## src/rtl/square_motion_sequencer_pkg.sv

```systemverilog
// Shared types and defaults for the rotating-square motion sequencer.
//   seq_state_t : sequencer phase, encoding is also the debug/LED phase output
//   *_DEF       : default tick parameters for the top level
//   run_en/run_cw/next_leg : per-phase output decode and script order
package sq_seq_pkg;

  typedef enum logic [2:0] {
    MANUAL  = 3'd0,
    CW_RUN  = 3'd1,
    PAUSE_A = 3'd2,
    CCW_RUN = 3'd3,
    PAUSE_B = 3'd4
  } seq_state_t;

  localparam int TICK_DIV_DEF    = 2**20;
  localparam int CW_TICKS_DEF    = 16;
  localparam int PAUSE_TICKS_DEF = 8;
  localparam int CCW_TICKS_DEF   = 16;

  // Rotation only during the run legs.
  function automatic logic run_en(seq_state_t s);
    return (s == CW_RUN) || (s == CCW_RUN);
  endfunction

  // Direction is kept through the pause that follows each run leg.
  function automatic logic run_cw(seq_state_t s);
    return (s == CW_RUN) || (s == PAUSE_A);
  endfunction

  function automatic seq_state_t next_leg(seq_state_t s);
    case (s)
      CW_RUN:  return PAUSE_A;
      PAUSE_A: return CCW_RUN;
      CCW_RUN: return PAUSE_B;
      default: return CW_RUN;
    endcase
  endfunction

endpackage

```

## src/rtl/square_motion_sequencer_if.sv

```systemverilog
// Board-side bundle of the motion sequencer.
//   sw[1:0]    : manual controls, sw[0]=enable, sw[1]=clockwise
//   btn_mode   : raw button, rising edge toggles MANUAL/AUTO
//   btn_hold   : raw button, rising edge toggles hold while in AUTO
//   en, cw     : drive to the rotating square
//   auto_mode  : AUTO indicator, held : script frozen indicator
//   phase[2:0] : current sequencer phase
// master = board/testbench side, slave = sequencer side.
interface square_motion_sequencer_if;
  logic [1:0] sw;
  logic       btn_mode;
  logic       btn_hold;
  logic       en;
  logic       cw;
  logic       auto_mode;
  logic       held;
  logic [2:0] phase;

  modport master (output sw, btn_mode, btn_hold,
                  input  en, cw, auto_mode, held, phase);
  modport slave  (input  sw, btn_mode, btn_hold,
                  output en, cw, auto_mode, held, phase);
endinterface

```

## src/rtl/square_motion_sequencer_btn_edge_sync.sv

```systemverilog
// Button conditioner: 2-FF synchronizer followed by rising-edge detect.
//   clk, reset : clock, synchronous active-high reset
//   btn_in     : raw asynchronous button level
//   pulse      : registered one-cycle pulse, 3 cycles after the pin rises
module btn_edge_sync (
  input  logic clk,
  input  logic reset,
  input  logic btn_in,
  output logic pulse
);
  logic s1_q, s2_q, prev_q, pulse_q;

  always_ff @(posedge clk) begin
    if (reset) begin
      s1_q    <= 1'b0;
      s2_q    <= 1'b0;
      prev_q  <= 1'b0;
      pulse_q <= 1'b0;
    end else begin
      s1_q    <= btn_in;
      s2_q    <= s1_q;
      prev_q  <= s2_q;
      pulse_q <= s2_q & ~prev_q;
    end
  end

  assign pulse = pulse_q;
endmodule

```

## src/rtl/square_motion_sequencer.sv

```systemverilog
// Rotating-square motion sequencer. Drives en/cw either straight from the
// switches (MANUAL) or from a timed script CW_RUN -> PAUSE_A -> CCW_RUN ->
// PAUSE_B -> CW_RUN (AUTO). Buttons toggle the mode and freeze the script.
//   clk   : system clock
//   reset : synchronous active-high reset
//   bus   : board bundle (switches/buttons in, en/cw/LEDs/phase out)
module square_motion_sequencer
  import sq_seq_pkg::*;
#(
  parameter int TICK_DIV    = TICK_DIV_DEF,
  parameter int CW_TICKS    = CW_TICKS_DEF,
  parameter int PAUSE_TICKS = PAUSE_TICKS_DEF,
  parameter int CCW_TICKS   = CCW_TICKS_DEF
) (
  input  logic                      clk,
  input  logic                      reset,
  square_motion_sequencer_if.slave  bus
);

  localparam int MAX_LEG = (CW_TICKS > CCW_TICKS)
                           ? ((CW_TICKS > PAUSE_TICKS) ? CW_TICKS : PAUSE_TICKS)
                           : ((CCW_TICKS > PAUSE_TICKS) ? CCW_TICKS : PAUSE_TICKS);
  localparam int PW = $clog2(TICK_DIV);
  localparam int LW = (MAX_LEG < 2) ? 1 : $clog2(MAX_LEG);

  if (TICK_DIV < 2 || CW_TICKS < 1 || PAUSE_TICKS < 1 || CCW_TICKS < 1) begin : g_bad_param
    $error("square_motion_sequencer: TICK_DIV must be >=2 and all *_TICKS >=1");
  end

  logic mode_p, hold_p;

  btn_edge_sync u_mode_sync (
    .clk    (clk),
    .reset  (reset),
    .btn_in (bus.btn_mode),
    .pulse  (mode_p)
  );

  btn_edge_sync u_hold_sync (
    .clk    (clk),
    .reset  (reset),
    .btn_in (bus.btn_hold),
    .pulse  (hold_p)
  );

  seq_state_t    state_q, state_d;
  logic [PW-1:0] presc_q;
  logic [LW-1:0] leg_q;
  logic          en_q, cw_q, auto_q, held_q;
  logic          tick, leg_last;

  function automatic int leg_len(seq_state_t s);
    case (s)
      CW_RUN:  return CW_TICKS;
      CCW_RUN: return CCW_TICKS;
      default: return PAUSE_TICKS;
    endcase
  endfunction

  always_comb begin
    tick     = (presc_q == PW'(TICK_DIV - 1));
    leg_last = (int'(leg_q) == leg_len(state_q) - 1);
    state_d  = next_leg(state_q);
  end

  // Single FSM: mode pulse has priority over hold, so a simultaneous pair
  // leaves via the mode branch and the hold pulse is dropped. A hold toggle
  // edge never advances the counters, so unhold resumes exactly in place.
  always_ff @(posedge clk) begin
    if (reset) begin
      state_q <= MANUAL;
      presc_q <= '0;
      leg_q   <= '0;
      en_q    <= 1'b0;
      cw_q    <= 1'b0;
      auto_q  <= 1'b0;
      held_q  <= 1'b0;
    end else if (mode_p) begin
      presc_q <= '0;
      leg_q   <= '0;
      held_q  <= 1'b0;
      if (state_q == MANUAL) begin
        state_q <= CW_RUN;
        en_q    <= 1'b1;
        cw_q    <= 1'b1;
        auto_q  <= 1'b1;
      end else begin
        state_q <= MANUAL;
        en_q    <= bus.sw[0];
        cw_q    <= bus.sw[1];
        auto_q  <= 1'b0;
      end
    end else if (state_q == MANUAL) begin
      presc_q <= '0;
      leg_q   <= '0;
      en_q    <= bus.sw[0];
      cw_q    <= bus.sw[1];
    end else if (hold_p) begin
      held_q  <= ~held_q;
      en_q    <= held_q ? run_en(state_q) : 1'b0;
    end else if (!held_q) begin
      if (tick) begin
        presc_q <= '0;
        if (leg_last) begin
          leg_q   <= '0;
          state_q <= state_d;
          en_q    <= run_en(state_d);
          cw_q    <= run_cw(state_d);
        end else begin
          leg_q   <= leg_q + 1'b1;
        end
      end else begin
        presc_q <= presc_q + 1'b1;
      end
    end
  end

  assign bus.en        = en_q;
  assign bus.cw        = cw_q;
  assign bus.auto_mode = auto_q;
  assign bus.held      = held_q;
  assign bus.phase     = state_q;

endmodule

```

## src/flat_wrapper.sv

```systemverilog
// flat-port wrapper written by rule: the top's interface ports become plain ports
module square_motion_sequencer_flat import sq_seq_pkg::*;
#(
  parameter int TICK_DIV    = TICK_DIV_DEF,
  parameter int CW_TICKS    = CW_TICKS_DEF,
  parameter int PAUSE_TICKS = PAUSE_TICKS_DEF,
  parameter int CCW_TICKS   = CCW_TICKS_DEF
)
  (clk, reset, bus_sw, bus_btn_mode, bus_btn_hold, bus_en, bus_cw, bus_auto_mode, bus_held, bus_phase);
  square_motion_sequencer_if bus_i ();
  input  logic clk;
  input  logic reset;
  input wire logic [$bits(bus_i.sw)-1:0] bus_sw;
  input wire logic [$bits(bus_i.btn_mode)-1:0] bus_btn_mode;
  input wire logic [$bits(bus_i.btn_hold)-1:0] bus_btn_hold;
  output wire logic [$bits(bus_i.en)-1:0] bus_en;
  output wire logic [$bits(bus_i.cw)-1:0] bus_cw;
  output wire logic [$bits(bus_i.auto_mode)-1:0] bus_auto_mode;
  output wire logic [$bits(bus_i.held)-1:0] bus_held;
  output wire logic [$bits(bus_i.phase)-1:0] bus_phase;
  assign bus_i.sw = bus_sw;
  assign bus_i.btn_mode = bus_btn_mode;
  assign bus_i.btn_hold = bus_btn_hold;
  assign bus_en = bus_i.en;
  assign bus_cw = bus_i.cw;
  assign bus_auto_mode = bus_i.auto_mode;
  assign bus_held = bus_i.held;
  assign bus_phase = bus_i.phase;
  square_motion_sequencer #(.TICK_DIV(TICK_DIV), .CW_TICKS(CW_TICKS), .PAUSE_TICKS(PAUSE_TICKS), .CCW_TICKS(CCW_TICKS)) u_core (.clk(clk), .reset(reset), .bus(bus_i));
endmodule
```

## config.mk

```make
export PLATFORM = sky130hd
export DESIGN_NAME = square_motion_sequencer_flat
export DESIGN_NICKNAME = d
export VERILOG_FILES = /design/src/rtl/square_motion_sequencer_pkg.sv /design/src/rtl/square_motion_sequencer_if.sv /design/src/rtl/square_motion_sequencer_btn_edge_sync.sv /design/src/rtl/square_motion_sequencer.sv /design/src/flat_wrapper.sv
export SDC_FILE = /design/constraint.sdc
export NUM_CORES = 1
export LEC_CHECK = 0
export CORE_ASPECT_RATIO = 0.75
export CORE_MARGIN = 2
export CORE_UTILIZATION = 50
export DETAILED_ROUTE_END_ITERATION = 12
export GPL_ROUTABILITY_DRIVEN = 0
export PLACE_DENSITY = 0.78
export SYNTH_ARGS = -nofsm -noshare
export SYNTH_HDL_FRONTEND = slang
export SYNTH_SLANG_ARGS = --single-unit
```

## constraint.sdc

```tcl
create_clock -name clk -period 3.4 [get_ports clk]
set_clock_uncertainty 0.1 [all_clocks]
set_input_delay 1.02 -clock clk [delete_from_list [all_inputs] [get_ports clk]]
set_output_delay 1.02 -clock clk [all_outputs]
set_load 0.03 [all_outputs]
```

==> metrics.md, run 1 <==
| Metric | Value |
|---|---|
| Gate Count Post-Synth | `slightly above 200` |
| Worst slew pin tran | `around 0.53 ns` |
| CTS Buffer Depth | `2` |
| Area occupied by multi-input gates | `approximately 1000 um^2` |
| Post-CTS Resized | `0` |
| Fill count | `290` |
| Distinct cells, synth | `42` |
| Post-Synthesis Mean Instance Area | `8.95 um^2` |
| Final wirelength | `between 3000 and 4000 um` |
| Min Tclk post-route | `2.65 ns` |
| Post-layout util | `between 60% and 70%` |
| Setup crit start kind | `flip-flop` |
| CP arrival | `1.53 ns` |
| Final setup viols | `0` |
| Ys async rst share | `0%` |
| Global-route wire length before repair | `roughly 5800 um` |
| Yosys warns | `0` |
| Initial core utilization | `between 50% and 60%` |
| Residual DRC | `0` |
| ANT nets after route | `0` |
| Post-Route Setup TNS | `0 ns` |
| PD cells | `~460 mW/mm^2` |
| Synth-to-Final Area Change | `16.7%` |
| Post-synth EDFFs | `0` |
| Port-buffer cells | `12` |
| Final Total Pwr | `about 1000 uW` |
| Initial DRC count | `110` |
| Share of layout cells above drive strength 1 | `10.5%` |
| Die ar. | `slightly above 0.004 mm^2` |
| Crit. End Element | `output port` |
| Mapped Nets | `210` |
| Gr usage total | `~19%` |
| Crit path largest cell delay | `0.74 ns` |
| Critical path fanouts, max | `8` |
| Final Hold Viols | `0` |
| HP Class | `flip-flop to flip-flop` |
| Root buf cell | `clkbuf_8` |
| Worst path top cell family by delay | `buffers and inverters` |
| Ports | `13` |
| Worst-Skew Late Latency | `approximately 0.30 ns` |
| CTS Buf Count | `5` |
| Rows | `18` |
| Total congestion overflow | `0` |
| Antenna violations before repair | `0` |
| Reg clk slew, reported paths | `around 0.08 ns` |
| First-pass DRT Iterations | `4` |
| DP Wirelength | `between 2000 and 2500 um` |
| Seq cells post-synth | `39` |
| Vias/cell | `5.40` |
| Ant. Diodes | `0` |
| CTS tree | `built` |
| Post-CTS Setup Inserts | `0` |
| Placement Setup Slack | `0.771 ns` |
| CORE AREA | `~0.0034 mm^2` |
| Vias | `1398` |
| Peak supply drop | `about 310 uV` |
| Critical path cell sequence | `clkdlybuf4s50_1` |
| Syn Std Cell Area | `between 0.0015 and 0.002 mm^2` |
| Final period util | `between 70 and 80%` |
| Chip width | `73.4 um` |
| Htree depth | `2` |
| Drt wl/cell | `approximately 13 um` |
| RSZ-0062 raised after global routing | `no` |
| Reg area | `781 um^2` |
| Static leakage | `approximately 0.7 nW` |
| Fin. max-slew vios | `0` |
| Sinks on Clock Net | `39` |
| Worst slew margin | `approximately two thirds` |
| # nets final | `about 230` |
| Worst setup path category | `flip-flop to output port` |
| Worst Path Buf+Inv | `1` |
| Largest net degree at the start of global routing | `16` |
| Crit-path slowest cell | `clkdlybuf4s50_1` |
| Register area share after synthesis | `approximately 43%` |
| Status | `complete, no violations` |
| Final WS setup | `roughly 0.75 ns` |
| Vias in the first global route | `1218` |
| Max-Cap Viols | `0` |
| CTS Hold Bufs | `0` |
| Synth Flop Type | `dfxtp_1` |
| Die Span Y | `~56 um` |
| F_max | `approximately 0.38 GHz` |
| Final hold slack | `about 0.29 ns` |
| Worst EP required | `roughly 2.3 ns` |
[cells in the final DEF (no fill, tap or decap), drive strengths merged, types with 2 or more instances in the layout]
cell | netlist | layout
inv | 5 | 5
ha | 2 | 2
nor2b | 10 | 10
mux2 | 2 | 2
and2 | 2 | 2
nor4 | 4 | 4
xor2 | 11 | 11
nand3 | 11 | 11
and4 | 2 | 2
mux2i | 4 | 4
nand4 | 10 | 10
o21ai | 5 | 5
nor2 | 30 | 30
nand2 | 17 | 17
a21oi | 9 | 9
dfxtp | 39 | 39
or3 | 2 | 2
nand3b | 2 | 2
buf | 1 | 2
bufinv | 0 | 2
xnor2 | 10 | 10
nor3 | 8 | 8
clkbuf | 4 | 5
clkdlybuf4s50 | 0 | 12
nand2b | 3 | 3
[cells in the mapped netlist, types with 2 or more instances]
cell	instances	area share, %
nand3_1	11	3.0
ha_1	2	1.4
nor2b_1	10	3.5
xor2_1	11	5.3
mux2i_1	4	2.2
nand2b_1	3	1.0
inv_1	5	1.0
nor4_1	2	0.69
nor2_1	29	6.0
nand4_1	7	2.4
nand4_2	2	1.4
nand2_1	17	3.5
a21oi_1	9	2.5
nor3_2	2	1.1
nand3b_1	2	0.83
or3_1	2	0.69
o21ai_0	4	1.1
xnor2_1	9	4.4
dfxtp_1	39	43
and4_1	2	0.97
clkbuf_1	4	0.83
nor3_1	6	1.7
[through the flow]
step	instances	area (um^2)
finish	259	2110
detailed placement	251	1970
floorplan	202	1810
CTS	259	2110
global placement	251	1970
global route	259	2110
[worst paths after layout]
kind,from,endpoint,slack (ns),depth (start not counted)
worst min-delay path,u_core.u_hold_sync.prev_q,u_core.u_hold_sync.pulse,0.29,1
worst min register to register,u_core.u_hold_sync.prev_q,u_core.u_hold_sync.pulse,0.29,1
worst max-delay path,u_core.bus.held,bus_held,0.75,1
worst max register to register,u_core.presc_q[5],u_core.presc_q[6],1.21,5
[power breakdown]
| part | leakage [nW] | total (mW) | switching [mW] | internal, mW |
|---|---|---|---|---|
| Sequential | 0.316 | 0.469 | 0.00526 | 0.464 |
| Clock | 0.0644 | 0.460 | 0.168 | 0.293 |
| Combinational | 0.321 | 0.0458 | 0.0239 | 0.0219 |
[sequential cells by signal, indices dropped and copies added, names as in the netlist]
register                   count
u_core.u_mode_sync.s1_q        1
u_core.u_hold_sync.s2_q        1
u_core.u_mode_sync.prev_q      1
u_core.presc_q                20
u_core.bus.auto_mode           1
u_core.bus.held                1
u_core.u_mode_sync.pulse       1
u_core.u_hold_sync.prev_q      1
u_core.leg_q                   4
u_core.bus.phase               3
u_core.bus.en                  1
u_core.u_mode_sync.s2_q        1
u_core.bus.cw                  1
u_core.u_hold_sync.pulse       1
u_core.u_hold_sync.s1_q        1
[cells by family after synthesis]
family | Yosys count | share of synthesized area, %
adder cells (fa/ha/maj) | 2 | 1.38
AND/OR/NAND/NOR | 104 | 32.2
AO/OA/AOI/OAI | 20 | 6.78
flip-flops | 39 | 43.2
buffers and inverters | 10 | 2.14
multiplexers | 6 | 3.67
XOR/XNOR | 21 | 10.6
[final cells by class]
class	count	share of cell area, %
clock buffer	5	3.26
clock inverter	3	3.20
inverter	5	0.890
multi-input combinational	153	46.9
sequential	39	37.0
tap	40	2.37
timing repair buffer	14	6.41
[layer usage]
layer	track usage [%]	wire, um	vias up
met1	26.4	1760	638
met4	9.61	78	0
met5	0	0	-
li1	-	-	729
met2	24.6	1420	23
met3	6.16	117	8
(Power assumes the default switching activity.)
==> inputs of run 2 (changes only) <==
PLACE_DENSITY = 0.8   (was 0.78)
clock period = 2.16 ns   (was 3.4 ns; I/O delays follow)
==> run 2 against run 1 <==
Effect of this change: flip-flop and latch count unchanged; clock power up 7.6%; register-to-register slack worse by 1.0 ns; sequential power up 57%; first-iteration DRC count down 46%; clock-buffer cell count unchanged; total power up 34%; via count up 2.3%; routed wire length down 1.4%; final area up 0.30%; utilization up 0.19 points; critical path type unchanged; largest cell class unchanged.
==> metrics.md, run 2 (synthesis gave the netlist of run 1 again) <==
| Metric | Value |
|---|---|
| Worst EP required | `1.41 ns (was 2.28 ns)` |
| Share of layout cells above drive strength 1 | `12.9% (was 10.5%)` |
| Peak supply drop | `508 uV (was 314 uV)` |
| Ports | `13 (unchanged)` |
| Final period util | `a little over nine tenths` |
| Placement Setup Slack | `0.167 ns (was 0.771 ns)` |
| Antenna violations before repair | `0 (unchanged)` |
| Worst-Skew Late Latency | `0.30 ns (about the same)` |
| Worst path top cell family by delay | `buffers and inverters (unchanged)` |
| Global-route wire length before repair | `5620 um (was 5750 um)` |
| Ant. Diodes | `0 (unchanged)` |
| Final setup viols | `0 (unchanged)` |
| Vias | `1430 (was 1398)` |
| Min Tclk post-route | `about 2.1 ns` |
| CORE AREA | `0.00338 mm^2 (unchanged)` |
| Worst Path Buf+Inv | `1 (unchanged)` |
| Vias/cell | `5.40 (about the same)` |
| Post-CTS Setup Inserts | `0 (unchanged)` |
| Commonest non-fill, non-tap cell in the layout | `dfxtp_1 (unchanged)` |
| CTS Buf Count | `5 (unchanged)` |
| M3 GR Usage | `5.43% (was 6.16%)` |
| Sinks on Clock Net | `39 (unchanged)` |
| CTS Hold Bufs | `0 (unchanged)` |
| Psw | `317 uW (was 197 uW)` |
| Crit path largest cell delay | `0.68 ns (was 0.74 ns)` |
| Biggest register | `u_core.presc_q (unchanged)` |
| Worst slew pin tran | `0.484 ns (was 0.527 ns)` |
| Reg clk slew, reported paths | `0.08 ns (about the same)` |
| Final hold slack | `0.282 ns (was 0.288 ns)` |
| Grt met1 use | `25.4% (was 26.4%)` |
| Setup crit start kind | `flip-flop (unchanged)` |
| Synth-to-Final Area Change | `17.0% (was 16.7%)` |
| Met2 usage | `23.8% (was 24.6%)` |
| Chip width | `73.4 um (unchanged)` |
| Sw Ratio | `24.2% (was 20.2%)` |
| Vias in the first global route | `1244 (was 1218)` |
| # nets final | `232 (was 226)` |
| Die ar. | `0.00412 mm^2 (unchanged)` |
| Die Span Y | `56.1 um (unchanged)` |
| Final WS setup | `0.0928 ns (was 0.746 ns)` |
| Worst setup path category | `flip-flop to output port (unchanged)` |
| Port-buffer cells | `12 (unchanged)` |
| Final wirelength | `3320 um (was 3370 um)` |
| CTS Buffer Depth | `2 (unchanged)` |
| Static leakage | `0.725 nW (was 0.701 nW)` |
| Drt wl/cell | `12.5 um (was 13.0 um)` |
| Max-Cap Viols | `0 (unchanged)` |
| Worst slew margin | `67.7% (was 64.7%)` |
| Gr usage total | `17.7% (was 18.6%)` |
| Top Usage Layer GRT | `met1 (unchanged)` |
| CP arrival | `1.32 ns (was 1.53 ns)` |
| Max reg flops | `20 (unchanged)` |
| Critical path cell sequence | `clkdlybuf4s50_1 (unchanged)` |
| Root buf cell | `clkbuf_8 (unchanged)` |
| HP Class | `flip-flop to flip-flop (unchanged)` |
| RSZ-0062 raised after global routing | `no (unchanged)` |
| F_max | `between 0.4 and 0.5 GHz` |
| DP Wirelength | `2440 um (was 2360 um)` |
| Largest net degree at the start of global routing | `16 (unchanged)` |
| Register share of total power | `56.4% (was 48.1%)` |
| Cell Int Power | `993 uW (was 778 uW)` |
| Rows | `18 (unchanged)` |
| Post-Route Setup TNS | `0 ns (unchanged)` |
| Initial DRC count | `59 (was 110)` |
| First-pass DRT Iterations | `4 (unchanged)` |
| Crit. End Element | `output port (unchanged)` |
| ANT nets after route | `0 (unchanged)` |
| Htree depth | `2 (unchanged)` |
| Fin. max-slew vios | `0 (unchanged)` |
| Status | `complete, no violations (unchanged)` |
| Design area | `0.00212 mm^2 (was 0.00211 mm^2)` |
| Residual DRC | `0 (unchanged)` |
| Crit-path slowest cell | `clkdlybuf4s50_1 (unchanged)` |
| Final Hold Viols | `0 (unchanged)` |
| Most frequent cells in the layout | `dfxtp_1 (39), nor2_1 (29), nand2_1 (17) (unchanged)` |
| Critical path fanouts, max | `2 (was 8)` |
| Post-DP Area | `0.00203 mm^2 (was 0.00197 mm^2)` |
| Total congestion overflow | `0 (unchanged)` |
| Portion of total power attributed to the clock network | `37.8% (was 47.2%)` |
| PD cells | `619 mW/mm^2 (was 462 mW/mm^2)` |
| CTS tree | `built (unchanged)` |
| Comb pwr share | `5.8% (was 4.7%)` |
| Initial core utilization | `53.5% (unchanged)` |
[run 2: metal layers]
layer	vias to the layer above	share of wire, %
li1	742	-
met1	663	51
met2	18	43
met3	7	3.9
met4	0	2.0
met5	-	0
[run 2: final cells by class]
class / count / area (um^2)
well taps: 40 / 50.0
repair buffers: 20 / 189
clock buffers: 5 / 68.8
multi-input cells: 153 / 988
fillers: 293 / 1260
clock inverters: 3 / 20.0
inverters: 5 / 18.8
flip-flops and latches: 39 / 781
[run 2: repair_timing]
item | in CTS | in global routing
endpoints found under the hold margin | 0 | 0
resized for setup | 3 | 0
setup endpoints to repair | 3 | 0
[run 2: final timing paths]
path / from / endpoint / slack [ns] / cells past startpoint
worst min register to register: u_core.u_hold_sync.prev_q / u_core.u_hold_sync.pulse / 0.28 / 1
worst max-delay path: u_core.bus.held / bus_held / 0.09 / 1
worst min-delay path: u_core.u_hold_sync.prev_q / u_core.u_hold_sync.pulse / 0.28 / 1
worst max register to register: u_core.presc_q[0] / u_core.bus.phase[2] / 0.20 / 7
[run 2: power groups by stage]
| stage | Clock, mW | Combinational (mW) | Sequential [mW] |
|---|---|---|---|
| after floorplan | 0 | 0.0319 | 0.765 |
| after detailed placement | 0 | 0.0775 | 0.755 |
| after CTS | 0.507 | 0.0772 | 0.738 |
| final | 0.495 | 0.0765 | 0.738 |
| after global routing | 0.532 | 0.0834 | 0.740 |
| after global placement | 0 | 0.0756 | 0.755 |
[run 2: stage by stage]
stage,power (mW),cells,utilization [%]
after global routing,1.36,265,62.6
after CTS,1.32,265,62.6
after floorplan,0.797,202,-
final,1.31,265,62.6
after global placement,0.831,257,60.1
after detailed placement,0.833,257,60.1
